<file path="src/rtl/stack_sequencer_pkg.sv">
// rtl/stack_sequencer_pkg.sv - shared widths, FSM state codes and request kinds for the stack sequencer
package stack_sequencer_pkg;

    localparam int DATA_W_DEF = 16;
    localparam int ADDR_W_DEF = 12;
    localparam int FLAG_W_DEF = 4;

    localparam logic [2:0] ST_IDLE   = 3'd0;
    localparam logic [2:0] ST_PUSH_H = 3'd1;
    localparam logic [2:0] ST_PUSH_L = 3'd2;
    localparam logic [2:0] ST_PUSH_F = 3'd3;
    localparam logic [2:0] ST_POP_F  = 3'd4;
    localparam logic [2:0] ST_POP_L  = 3'd5;
    localparam logic [2:0] ST_POP_H  = 3'd6;
    localparam logic [2:0] ST_LOAD   = 3'd7;

    typedef enum logic [1:0] {
        KIND_CALL = 2'd0,
        KIND_INT  = 2'd1,
        KIND_RET  = 2'd2,
        KIND_RTI  = 2'd3
    } req_kind_e;

endpackage

</file>
<file path="src/rtl/stack_sequencer_if.sv">
// rtl/stack_sequencer_if.sv - data-memory stack port between the sequencer (master) and memory (slave)
interface stack_sequencer_if #(
    parameter int DATA_W = 16,
    parameter int ADDR_W = 12
);
    logic [ADDR_W-1:0] mem_addr;
    logic [DATA_W-1:0] mem_wdata;
    logic [DATA_W-1:0] mem_rdata;
    logic              mem_we;
    logic              mem_re;

    modport master (
        output mem_addr, mem_wdata, mem_we, mem_re,
        input  mem_rdata
    );

    modport slave (
        input  mem_addr, mem_wdata, mem_we, mem_re,
        output mem_rdata
    );
endinterface

</file>
<file path="src/rtl/stack_sequencer_stack_pointer.sv">
// rtl/stack_sequencer_stack_pointer.sv - stack pointer register with inc/dec and optional bound guard
// Optional feature macro: STACK_GUARD_EN (flags pushes at sp==0 and pops at sp==SP_INIT).
module stack_sequencer_stack_pointer #(
    parameter int                ADDR_W  = 12,
    parameter logic [ADDR_W-1:0] SP_INIT = {ADDR_W{1'b1}}
) (
    input  logic              clk,
    input  logic              rst,
    input  logic              inc,
    input  logic              dec,
    output logic [ADDR_W-1:0] sp,
    output logic [ADDR_W-1:0] sp_plus1,
    output logic              push_block,
    output logic              pop_block
);
    logic [ADDR_W-1:0] sp_q;
    logic [ADDR_W-1:0] sp_d;

    always_comb begin
        sp_d = sp_q;
        if (inc) begin
            sp_d = sp_q + 1'b1;
        end else if (dec) begin
            sp_d = sp_q - 1'b1;
        end
    end

    always_ff @(posedge clk or negedge rst) begin
        if (!rst) begin
            sp_q <= SP_INIT;
        end else begin
            sp_q <= sp_d;
        end
    end

    assign sp       = sp_q;
    assign sp_plus1 = sp_q + 1'b1;

`ifdef STACK_GUARD_EN
    assign push_block = (sp_q == '0);
    assign pop_block  = (sp_q == SP_INIT);
`else
    assign push_block = 1'b0;
    assign pop_block  = 1'b0;
`endif

endmodule

</file>
<file path="src/rtl/stack_sequencer.sv">
// rtl/stack_sequencer.sv - sequences CALL/INT pushes and RET/RTI pops on the data-memory stack port
// Optional feature macro: STACK_GUARD_EN (adds sticky stack_fault and suppresses out-of-range transfers).
module stack_sequencer
    import stack_sequencer_pkg::*;
#(
    parameter int                DATA_W  = DATA_W_DEF,
    parameter int                ADDR_W  = ADDR_W_DEF,
    parameter int                FLAG_W  = FLAG_W_DEF,
    parameter logic [ADDR_W-1:0] SP_INIT = {ADDR_W{1'b1}}
) (
    input  logic                clk,
    input  logic                rst,
    input  logic                call_req,
    input  logic                int_req,
    input  logic                ret_req,
    input  logic                rti_req,
    input  logic [2*DATA_W-1:0] pc_in,
    input  logic [FLAG_W-1:0]   flags_in,
    stack_sequencer_if.master   mem,
    output logic                busy,
    output logic [2*DATA_W-1:0] pc_out,
    output logic                pc_load,
    output logic [FLAG_W-1:0]   flags_out,
    output logic                flags_load,
    output logic                int_ack,
`ifdef STACK_GUARD_EN
    output logic                stack_fault,
`endif
    output logic [ADDR_W-1:0]   sp
);
    logic [2:0]          state_q, state_d;
    req_kind_e           kind_q, kind_d;
    logic                int_pend_q, int_pend_d;
    logic [2*DATA_W-1:0] hold_pc_q, hold_pc_d;
    logic [FLAG_W-1:0]   hold_flags_q, hold_flags_d;
    logic [DATA_W-1:0]   pc_lo_q, pc_lo_d;
    logic [2*DATA_W-1:0] pc_out_q, pc_out_d;
    logic [FLAG_W-1:0]   flags_q, flags_d;
    logic                fault_q, fault_d;

    logic [ADDR_W-1:0] sp_plus1;
    logic              push_block, pop_block;
    logic              sp_inc, sp_dec, abort;
    logic [ADDR_W-1:0] addr;
    logic [DATA_W-1:0] wdata;
    logic              we, re;

    stack_sequencer_stack_pointer #(.ADDR_W(ADDR_W), .SP_INIT(SP_INIT)) u_sp (
        .clk        (clk),
        .rst        (rst),
        .inc        (sp_inc),
        .dec        (sp_dec),
        .sp         (sp),
        .sp_plus1   (sp_plus1),
        .push_block (push_block),
        .pop_block  (pop_block)
    );

    always_comb begin
        state_d      = state_q;
        kind_d       = kind_q;
        hold_pc_d    = hold_pc_q;
        hold_flags_d = hold_flags_q;
        pc_lo_d      = pc_lo_q;
        pc_out_d     = pc_out_q;
        flags_d      = flags_q;
        int_pend_d   = int_pend_q | (int_req & (state_q != ST_IDLE));
        addr         = sp;
        wdata        = '0;
        we           = 1'b0;
        re           = 1'b0;
        sp_inc       = 1'b0;
        sp_dec       = 1'b0;
        pc_load      = 1'b0;
        flags_load   = 1'b0;
        int_ack      = 1'b0;
        abort        = 1'b0;
        case (state_q)
            ST_IDLE: begin
                if (int_req || int_pend_q) begin
                    kind_d       = KIND_INT;
                    hold_pc_d    = pc_in;
                    hold_flags_d = flags_in;
                    state_d      = ST_PUSH_H;
                end else if (rti_req) begin
                    kind_d  = KIND_RTI;
                    state_d = ST_POP_F;
                end else if (ret_req) begin
                    kind_d  = KIND_RET;
                    state_d = ST_POP_L;
                end else if (call_req) begin
                    kind_d    = KIND_CALL;
                    hold_pc_d = pc_in;
                    state_d   = ST_PUSH_H;
                end
            end
            ST_PUSH_H, ST_PUSH_L, ST_PUSH_F: begin
                if (push_block) begin
                    abort   = 1'b1;
                    state_d = ST_IDLE;
                end else begin
                    we     = 1'b1;
                    sp_dec = 1'b1;
                    if (state_q == ST_PUSH_H) begin
                        wdata   = hold_pc_q[2*DATA_W-1:DATA_W];
                        state_d = ST_PUSH_L;
                    end else if (state_q == ST_PUSH_L) begin
                        wdata   = hold_pc_q[DATA_W-1:0];
                        state_d = (kind_q == KIND_INT) ? ST_PUSH_F : ST_IDLE;
                    end else begin
                        wdata   = {{(DATA_W-FLAG_W){1'b0}}, hold_flags_q};
                        int_ack = 1'b1;
                        state_d = ST_IDLE;
                    end
                end
            end
            ST_POP_F, ST_POP_L, ST_POP_H: begin
                if (pop_block) begin
                    abort   = 1'b1;
                    state_d = ST_IDLE;
                end else begin
                    re     = 1'b1;
                    addr   = sp_plus1;
                    sp_inc = 1'b1;
                    // Each pop state consumes the word read by the previous one.
                    if (state_q == ST_POP_F) begin
                        state_d = ST_POP_L;
                    end else if (state_q == ST_POP_L) begin
                        if (kind_q == KIND_RTI) flags_d = mem.mem_rdata[FLAG_W-1:0];
                        state_d = ST_POP_H;
                    end else begin
                        pc_lo_d = mem.mem_rdata;
                        state_d = ST_LOAD;
                    end
                end
            end
            ST_LOAD: begin
                pc_load    = 1'b1;
                flags_load = (kind_q == KIND_RTI);
                pc_out_d   = {mem.mem_rdata, pc_lo_q};
                state_d    = ST_IDLE;
            end
            default: state_d = ST_IDLE;
        endcase
        // An aborted INT would otherwise retry forever against a full stack.
        if (int_ack || (abort && kind_q == KIND_INT)) int_pend_d = 1'b0;
        fault_d = fault_q | abort;
    end

    always_ff @(posedge clk or negedge rst) begin
        if (!rst) begin
            state_q      <= ST_IDLE;
            kind_q       <= KIND_CALL;
            int_pend_q   <= 1'b0;
            hold_pc_q    <= '0;
            hold_flags_q <= '0;
            pc_lo_q      <= '0;
            pc_out_q     <= '0;
            flags_q      <= '0;
            fault_q      <= 1'b0;
        end else begin
            state_q      <= state_d;
            kind_q       <= kind_d;
            int_pend_q   <= int_pend_d;
            hold_pc_q    <= hold_pc_d;
            hold_flags_q <= hold_flags_d;
            pc_lo_q      <= pc_lo_d;
            pc_out_q     <= pc_out_d;
            flags_q      <= flags_d;
            fault_q      <= fault_d;
        end
    end

    // The high half arrives during LOAD, so bypass it onto pc_out alongside the pc_load pulse.
    assign pc_out        = (state_q == ST_LOAD) ? {mem.mem_rdata, pc_lo_q} : pc_out_q;
    assign flags_out     = flags_q;
    assign busy          = (state_q != ST_IDLE);
    assign mem.mem_addr  = addr;
    assign mem.mem_wdata = wdata;
    assign mem.mem_we    = we;
    assign mem.mem_re    = re;

`ifdef STACK_GUARD_EN
    assign stack_fault = fault_q;
`else
    logic unused_fault;
    assign unused_fault = fault_q;
`endif

endmodule

</file>
<file path="src/flat_wrapper.sv">
// flat-port wrapper written by rule: the top's interface ports become plain ports
module stack_sequencer_flat import stack_sequencer_pkg::*;
#(
    parameter int                DATA_W  = DATA_W_DEF,
    parameter int                ADDR_W  = ADDR_W_DEF,
    parameter int                FLAG_W  = FLAG_W_DEF,
    parameter logic [ADDR_W-1:0] SP_INIT = {ADDR_W{1'b1}}
)
  (clk, rst, call_req, int_req, ret_req, rti_req, pc_in, flags_in, busy, pc_out, pc_load, flags_out, flags_load, int_ack, sp, mem_mem_addr, mem_mem_wdata, mem_mem_we, mem_mem_re, mem_mem_rdata);
  stack_sequencer_if #(.DATA_W(DATA_W), .ADDR_W(ADDR_W)) mem_i ();
  input  logic clk;
  input  logic rst;
  input  logic call_req;
  input  logic int_req;
  input  logic ret_req;
  input  logic rti_req;
  input  logic [2*DATA_W-1:0] pc_in;
  input  logic [FLAG_W-1:0] flags_in;
  output logic busy;
  output logic [2*DATA_W-1:0] pc_out;
  output logic pc_load;
  output logic [FLAG_W-1:0] flags_out;
  output logic flags_load;
  output logic int_ack;
  output logic [ADDR_W-1:0] sp;
  output wire logic [$bits(mem_i.mem_addr)-1:0] mem_mem_addr;
  output wire logic [$bits(mem_i.mem_wdata)-1:0] mem_mem_wdata;
  output wire logic [$bits(mem_i.mem_we)-1:0] mem_mem_we;
  output wire logic [$bits(mem_i.mem_re)-1:0] mem_mem_re;
  input wire logic [$bits(mem_i.mem_rdata)-1:0] mem_mem_rdata;
  assign mem_mem_addr = mem_i.mem_addr;
  assign mem_mem_wdata = mem_i.mem_wdata;
  assign mem_mem_we = mem_i.mem_we;
  assign mem_mem_re = mem_i.mem_re;
  assign mem_i.mem_rdata = mem_mem_rdata;
  stack_sequencer #(.DATA_W(DATA_W), .ADDR_W(ADDR_W), .FLAG_W(FLAG_W), .SP_INIT(SP_INIT)) u_core (.clk(clk), .rst(rst), .call_req(call_req), .int_req(int_req), .ret_req(ret_req), .rti_req(rti_req), .pc_in(pc_in), .flags_in(flags_in), .mem(mem_i), .busy(busy), .pc_out(pc_out), .pc_load(pc_load), .flags_out(flags_out), .flags_load(flags_load), .int_ack(int_ack), .sp(sp));
endmodule
</file>
<file path="config.mk">
export PLATFORM = sky130hd
export DESIGN_NAME = stack_sequencer_flat
export DESIGN_NICKNAME = d
export VERILOG_FILES = /design/src/rtl/stack_sequencer_pkg.sv /design/src/rtl/stack_sequencer_if.sv /design/src/rtl/stack_sequencer_stack_pointer.sv /design/src/rtl/stack_sequencer.sv /design/src/flat_wrapper.sv
export SDC_FILE = /design/constraint.sdc
export NUM_CORES = 1
export LEC_CHECK = 0
export CAP_MARGIN = 10
export CORE_MARGIN = 5
export CORE_UTILIZATION = 43
export DETAILED_ROUTE_END_ITERATION = 8
export PLACE_DENSITY = 0.84
export RECOVER_POWER = 100
export SYNTH_ARGS = -nofsm -noshare
export SYNTH_HDL_FRONTEND = slang
export SYNTH_SLANG_ARGS = --single-unit
</file>
<file path="constraint.sdc">
create_clock -name clk -period 1.7 [get_ports clk]
set_input_delay 0.51 -clock clk [delete_from_list [all_inputs] [get_ports clk]]
set_output_delay 0.51 -clock clk [all_outputs]
set_load 0.01 [all_outputs]
</file>
== Yosys cells after proc, flatten, opt, wreduce, memory -nomap -nowiden ==
Index checks and enable logic that the tools add are counted.
Word-level totals
  bits in read-only memories: 0
  latch bits: 0
  output and inout port bits: 82
  register bits after elaboration: 106
  input bits: 58
  word-level logic and storage cells: 73
  RAM bits: 0
  memories kept: 0
Operators by class
  muxes and demuxes: 33
  $mul: 0
  divide/modulo/power cells: 0
  $lt $le $gt $ge: 0
  reduce and logical (&&, ||, !) cells: 13
  bitwise gates (word level): 4
  $add $sub $neg: 2
  shift-type cells: 0
  equality and inequality tests: 12
Operator list (count)
  $mux 32: 5
  $mux 16: 3
  $mux 12: 3
  $mux 3: 7
  $add 12x1->12 const B: 1
  $eq 3x3->1 const B: 4
  $pmux 3 s4: 1
  $sub 12x1->12 const B: 1
  $mux 2: 5
  $mux 1: 9
  $reduce_and 4->1: 2
  $eq 3x2->1 const B: 2
  $reduce_or 3->1: 2
  $ne 5x4->1 const B: 1
  $ne 2x1->1 const B: 2
  $reduce_and 2->1: 2
  $reduce_bool 2->1: 2
  $reduce_bool 4->1: 1
  $eq 3x1->1 const B: 1
  $logic_not 3->1: 1
  $reduce_and 3->1: 1
  $reduce_bool 3->1: 1
  $eq 2x1->1 const B: 1
  $eq 2x2->1 const B: 1
  4 further kinds: 5

== Depth between registers and ports, before layout ==
Gate-level depths: netlist (run 1).
  word-level depth: 5
  mapped depth: 7
  depth with buffers taken out: 6

== Modules after synthesis ==
A second synthesis (run 1) with hierarchy kept.
Unflattened totals
  cells, all modules: 377
  area total of the unflattened synthesis: 5175.0 µm²
Modules (own cells, without submodules)
  stack_sequencer: seq. area each 2352.3 µm², times used 1, cells an instance 283, area an instance 4269.1 µm²
  stack_sequencer_stack_pointer: seq. area each 315.3 µm², times used 1, cells an instance 94, area an instance 905.9 µm²

== Worst setup path after synthesis (run 1) ==
OpenSTA, ideal clock, no wires.
  kind: reg-to-output
  start point: register u_core.u_sp.sp_q[4] (netlist: u_core.u_sp.sp[4])
  end point: output mem_mem_addr[11]
  path buffers: 1
  stages on the path, launching flop included: 6
  slack: -0.283 ns
  arrival time: 1.473 ns
  data required time: 1.190 ns
  cell sequence: dfstp_2 buf_2 and4_1 nand3_1 nor2_1 xor2_1
On the way
  cells in the longest elaborated chain, start to end: 2
Ends and longest elaborated chain
  from (decl): RTL line stack_sequencer_stack_pointer.sv:16  | logic [ADDR_W-1:0] sp_q;
  from (signal assigned): RTL line stack_sequencer_stack_pointer.sv:32  | sp_q <= sp_d;
  $add 12x1->12: RTL line stack_sequencer_stack_pointer.sv:37  | assign sp_plus1 = sp_q + 1'b1;
  $mux 12: RTL line stack_sequencer.sv:78  | case (state_q)
  to (decl): RTL line flat_wrapper.sv:26  | output wire logic [$bits(mem_i.mem_addr)-1:0] mem_mem_addr;
Every way passes these cells.

== Worst setup path in the final report (run 1) ==
  start point: register u_core.u_sp.sp_q[3] (netlist: u_core.u_sp.sp[3])
  end point: output mem_mem_addr[10]
The elaborated chain is that of the path after synthesis.

==> results of run 1 <==
[cells by family (layout without fill, tap and decap cells)]
logic type / Yosys count / count (layout) / synth area share [%]
fa+ha+maj: 4 / 4 / 1.01
flops: 106 / 106 / 53.9
mux: 93 / 93 / 23.4
compound gates: 45 / 48 / 6.37
buf+inv: 31 / 308 / 3.33
xor+xnor: 19 / 19 / 3.36
simple gates: 86 / 86 / 8.67
[cell type report]
class	instances	area [sq um]	share of cell area [%]
Multi-Input combinational cell	250	2830	32.4
Clock buffer	11	253	2.90
Timing Repair Buffer	285	2730	31.2
Sequential cell	106	2670	30.6
Tap cell	143	179	2.05
Inverter	7	33.8	0.387
Clock inverter	5	38.8	0.445
[power by group]
part / leakage, nW / switching (mW) / internal [mW]
combinational: 2.82 / 4.62 / 6.46
clock: 0.142 / 0.953 / 1.08
sequential: 1.23 / 0.836 / 3.89
[registers in the layout (all words and copies together), names as in the netlist]
| signal | flops |
|---|---|
| u_core.int_pend_q | 1 |
| u_core.hold_flags_q | 4 |
| u_core.u_sp.sp | 12 |
| u_core.pc_out_q | 32 |
| u_core.pc_lo_q | 16 |
| u_core.flags_out | 4 |
| u_core.hold_pc_q | 32 |
| u_core.kind_q | 2 |
| u_core.state_q | 3 |
[cell usage after synthesis, drive strengths merged (4+ instances only)]
cell type | number | area [sq um]
nand4 | 5 | 31.3
ha | 4 | 50.1
a21oi | 4 | 20.0
clkbuf | 7 | 26.3
nand3 | 7 | 40.0
a22oi | 17 | 128
buf | 17 | 111
nor3 | 7 | 35.0
nand2 | 17 | 68.8
mux2 | 92 | 1150
xor2 | 10 | 87.6
xnor2 | 9 | 78.8
dfstp | 12 | 315
nor2 | 33 | 131
dfrtp | 94 | 2350
inv | 6 | 22.5
o21ai | 10 | 50.0
[how the worst max path moves through the flow]
stage,from,to,depth (start not counted)
global route,u_core.u_sp.sp[3],mem_mem_addr[10],5
global placement,u_core.u_sp.sp[5],mem_mem_addr[9],5
finish,u_core.u_sp.sp[3],mem_mem_addr[10],5
detailed placement,u_core.u_sp.sp[1],mem_mem_addr[6],5
CTS,u_core.u_sp.sp[1],mem_mem_addr[6],5
floorplan,u_core.u_sp.sp[6],mem_mem_addr[9],5
[layer usage]
layer,vias to the layer above,global-route usage [%],share of wire (%)
met5,-,0,0
met4,0,6.31,2.0
met3,32,6.30,6.8
met2,200,38.4,52
met1,2125,26.9,39
li1,1920,-,-
[repair_timing]
item | in CTS | in global routing
buffers inserted | 47 | 17
setup endpoints to repair | 133 | 147
pin swaps | 35 | 35
cloned | 6 | 2
resized for setup | 480 | 69
==> metrics.csv, run 1 <==
metric,value,unit
syn-num-nets,446,
min_to,u_core.pc_lo_q[13],
synth_area,0.00495,sq mm
final_util,76.7,%
reg2reg_depth,9,
fin_crit_sh,140,%
worstSkewPairLatency,0.35,ns
yosysUniqueCellTypes,48,
core,0.0114,sq mm
min_path_cells,1,
peakVddDrop,1.34,mV
leakage,4.19,nW
wl_per_cell,20.2,microns
rsz0062_at_grt,yes,
crit_required,1.19,ns
n_antenna_cell,0,
grt_overflow,0,
cts_max_path_buffers,2,
rows,39,
place_hpwl,9810,microns
gp_congestion,0.934,
place_ws,-0.596,ns
setup.worst_path.end_class,output port,
holdBufCountCts,0,
final_max_slew_viol_count,0,
violations,setup timing,
place_area,0.00727,sq mm
antenna_found_initial,0,
criticalPathCategory,reg2out,
vias,4277,
cts_root_buffer,clkbuf_16,
cts_sinks,106,
grt_usage,22.2,%
die_w,117,microns
synthArstFlopShare,100,%
cp_cell_sequence,"and4_4, nand3_2, nor3_2, xor2_1, buf_2",
ys.flop_type,dfrtp_1,
initial_core_util,43.6,%
final_common_cell,dfrtp_1,
dieArea,0.0138,sq mm
layout_setup_ws,-0.679,ns
n_fill_cell,627,
cp_slowest_cell,dfstp_2,
finalSetupViolations,138,
die_y,117,microns
drt_iter0_drc,240,
reg2reg_setup_slack,-0.39,ns
fin_worst_skew,0.00822,ns
clk_pin_slew,0.07,ns
yosysWarnings,0,
numCtsBuffers,9,
fmax,0.420,GHz
fin_area,0.00873,sq mm
tns,-49.91,ns
final_cell_mix,"dfrtp_1 (93), buf_4 (91), buf_6 (85)",
area_growth,76.2,%
powerDensity,2040,mW/mm^2
path_delay_family,simple AND/OR/NAND/NOR gates,
drive_gt1_share,64.6,%
synth_area_per_cell,12.9,sq um
period_minus_slack,2.38,ns
ys_seq_area_share,53.9,%
cp-start-kind,register,
dp.cells,727,
maxCapViolations,0,
drc,0,
htree_num_levels,3,
nets,721,
timing.hold.ws,0.500,ns
crit_arrival,1.87,ns
path_buf_inv,1,
grt_pass1_vias,4665,
cpPeakStageDelay,0.55,ns
ant_nets,0,
r2r_end,u_core.hold_pc_q[29],
cts_tree,yes,
worstPathMaxFanout,3,
vias_per_cell,5.30,
total_power,17.8,mW
worstHoldStart,u_core.pc_lo_q[13],
routed_wl,16300,microns
tightest_slew,1.26,ns
slew_headroom,16.0,%
ys_seq_elements,106,
finalHoldViolations,0,
io_buffer_count,139,
synth-edff-count,0,
top_level_ports,140,
status,"finished, violations left",
fin_cells,807,
hp-class,reg2reg,
firstDrtPassIters,4,
grt_max_degree,57,
grt_pass1_wl,24800,microns
r2r_start,u_core.state_q[1],
syn_inst,384,
(Power assumes the default switching activity.)
==> run 2: changes to the inputs <==
--- a/config.mk
+++ b/config.mk
@@ -6,6 +6,7 @@
 export NUM_CORES = 1
 export LEC_CHECK = 0
 export CAP_MARGIN = 10
+export CORE_ASPECT_RATIO = 1.75
 export CORE_MARGIN = 5
 export CORE_UTILIZATION = 43
 export DETAILED_ROUTE_END_ITERATION = 8
==> constraint.sdc (replaced) <==
create_clock -name clk -period 1.7 [get_ports clk]
set_input_delay 0.51 -clock clk [delete_from_list [all_inputs] [get_ports clk]]
set_output_delay 0.51 -clock clk [all_outputs]
set_load 0.005 [all_outputs]
==> metrics.csv, run 2 (synthesized netlist as in run 1, its figures left out) <==
metric,value,unit
crit_required,1.19,ns
crit_arrival,1.88,ns
hp-class,in2async,
drt_iter0_drc,171,
fmax,0.418,GHz
routed_wl,18900,microns
ant_nets,0,
die_y,152,microns
cts_max_path_buffers,2,
maxCapViolations,0,
multiInputGateArea,0.00287,sq mm
place_hpwl,10000,microns
violations,setup timing,
firstDrtPassIters,4,
top_regs,"u_core.hold_pc_q x32, u_core.pc_out_q x32, u_core.pc_lo_q x16",
drive_gt1_share,65.3,%
top_level_ports,140,
slew_headroom,10.5,%
die_w,91.1,microns
grt_pass1_wl,27100,microns
cts_tree,yes,
leakage,4.36,nW
final_cell_mix,"buf_6 (116), dfrtp_1 (93), buf_4 (90)",
cp-start-kind,register,
gp_congestion,0.926,
vias_per_cell,5.45,
fin_worst_skew,0.00969,ns
powerDensity,2060,mW/mm^2
area_growth,85.0,%
timing.hold.ws,0.457,ns
fin_area,0.00916,sq mm
core,0.0115,sq mm
grt_usage,24.6,%
antenna_found_initial,0,
fin_crit_sh,141,%
clk_pin_slew,0.07,ns
dieArea,0.0138,sq mm
grt_max_degree,46,
criticalPathCategory,reg2out,
dp.cells,716,
total_power,18.8,mW
fin_cells,832,
n_antenna_cell,0,
vias,4535,
drc,0,
rows,52,
grt_overflow,0,
layout_setup_ws,-0.694,ns
regArea,0.00267,sq mm
final_max_slew_viol_count,0,
worstPathMaxFanout,3,
wl_per_cell,22.8,microns
final_util,80.0,%
tightest_slew,1.34,ns
setup.worst_path.end_class,output port,
grt_pass1_vias,4997,
numCtsBuffers,9,
cts_sinks,106,
n_fill_cell,620,
place_area,0.00709,sq mm
rsz0062_at_grt,yes,
nets,754,
worstSkewPairLatency,0.35,ns
initial_core_util,43.2,%
finalSetupViolations,139,
status,"finished, violations left",
period_minus_slack,2.39,ns
peakVddDrop,1.41,mV
htree_num_levels,3,
io_buffer_count,139,
cts_root_buffer,clkbuf_16,
final_common_cell,buf_6,
finalHoldViolations,0,
-- run 2: changes by cell type in the layout (fill, tap and decap cells not counted), sizes merged --
cell | previous run | this run
inv | 7 | 8
buf | 220 | 255
clkbuf | 15 | 13
bufinv | 0 | 1
clkinv | 4 | 1
clkinvlp | 1 | 2
-- run 2: layout make-up --
| cell class | instances | area share (%) |
|---|---|---|
| Multi-Input combinational cell | 250 | 31.3 |
| Inverter | 7 | 0.423 |
| Sequential cell | 106 | 29.1 |
| Tap cell | 135 | 1.84 |
| Timing Repair Buffer | 318 | 34.0 |
| Clock buffer | 11 | 2.65 |
| Clock inverter | 5 | 0.683 |
-- run 2: what timing repair did --
| action | CTS | global route |
|---|---|---|
| pin swaps | 49 | 65 |
| setup buffers | 76 | 37 |
| setup endpoints to repair | 128 | 145 |
| cloned | 9 | 1 |
| gates resized for setup | 527 | 97 |
| hold buffers | 0 | 0 |
-- run 2: per-stage QoR --
step	setup WS, ns	TNS [ns]
after global placement	-0.563	-41.96
final	-0.694	-54.72
after floorplan	-0.0916	-0.317
after detailed placement	-0.594	-45.01
after global routing	-0.749	-63.45
after CTS	-0.614	-47.90
-- run 2: worst paths after layout --
path | start | end | slack (ns) | depth (start not counted)
worst min-delay path | rst | u_core.hold_pc_q[18] | 0.46 | 1
min in group clk | u_core.pc_out_q[15] | u_core.pc_out_q[15] | 0.51 | 1
worst max-delay path | u_core.u_sp.sp[1] | mem_mem_addr[9] | -0.69 | 7
max in group asynchronous | rst | u_core.hold_pc_q[16] | 0.20 | 2
worst max register to register | u_core.state_q[1] | u_core.hold_pc_q[20] | -0.49 | 10
worst min register to register | u_core.pc_out_q[15] | u_core.pc_out_q[15] | 0.51 | 1
-- run 2: report_power, final --
part | internal [mW] | switching, mW | total [mW]
clock | 1.19 | 0.946 | 2.14
sequential | 3.88 | 0.875 | 4.76
combinational | 7.12 | 4.83 | 11.9
-- run 2: metal layers --
layer / share of wire, % / up-vias / routed length, microns / GRT usage, %
met4: 4.2 / 0 / 787 / 10.4
met3: 3.5 / 55 / 657 / 4.11
met1: 35 / 2333 / 6720 / 26.4
met5: 0 / - / 0 / 0
met2: 57 / 167 / 10800 / 46.4
li1: - / 1980 / - / -
-- run 2: worst max-delay path: stages (launching register included) --
cell and delay (ns):
dfstp_2 0.56, buf_4 0.12, and3_4 0.21, nand3_4 0.08, buf_6 0.14, nor2_4 0.08
xor2_1 0.19, buf_2 0.15
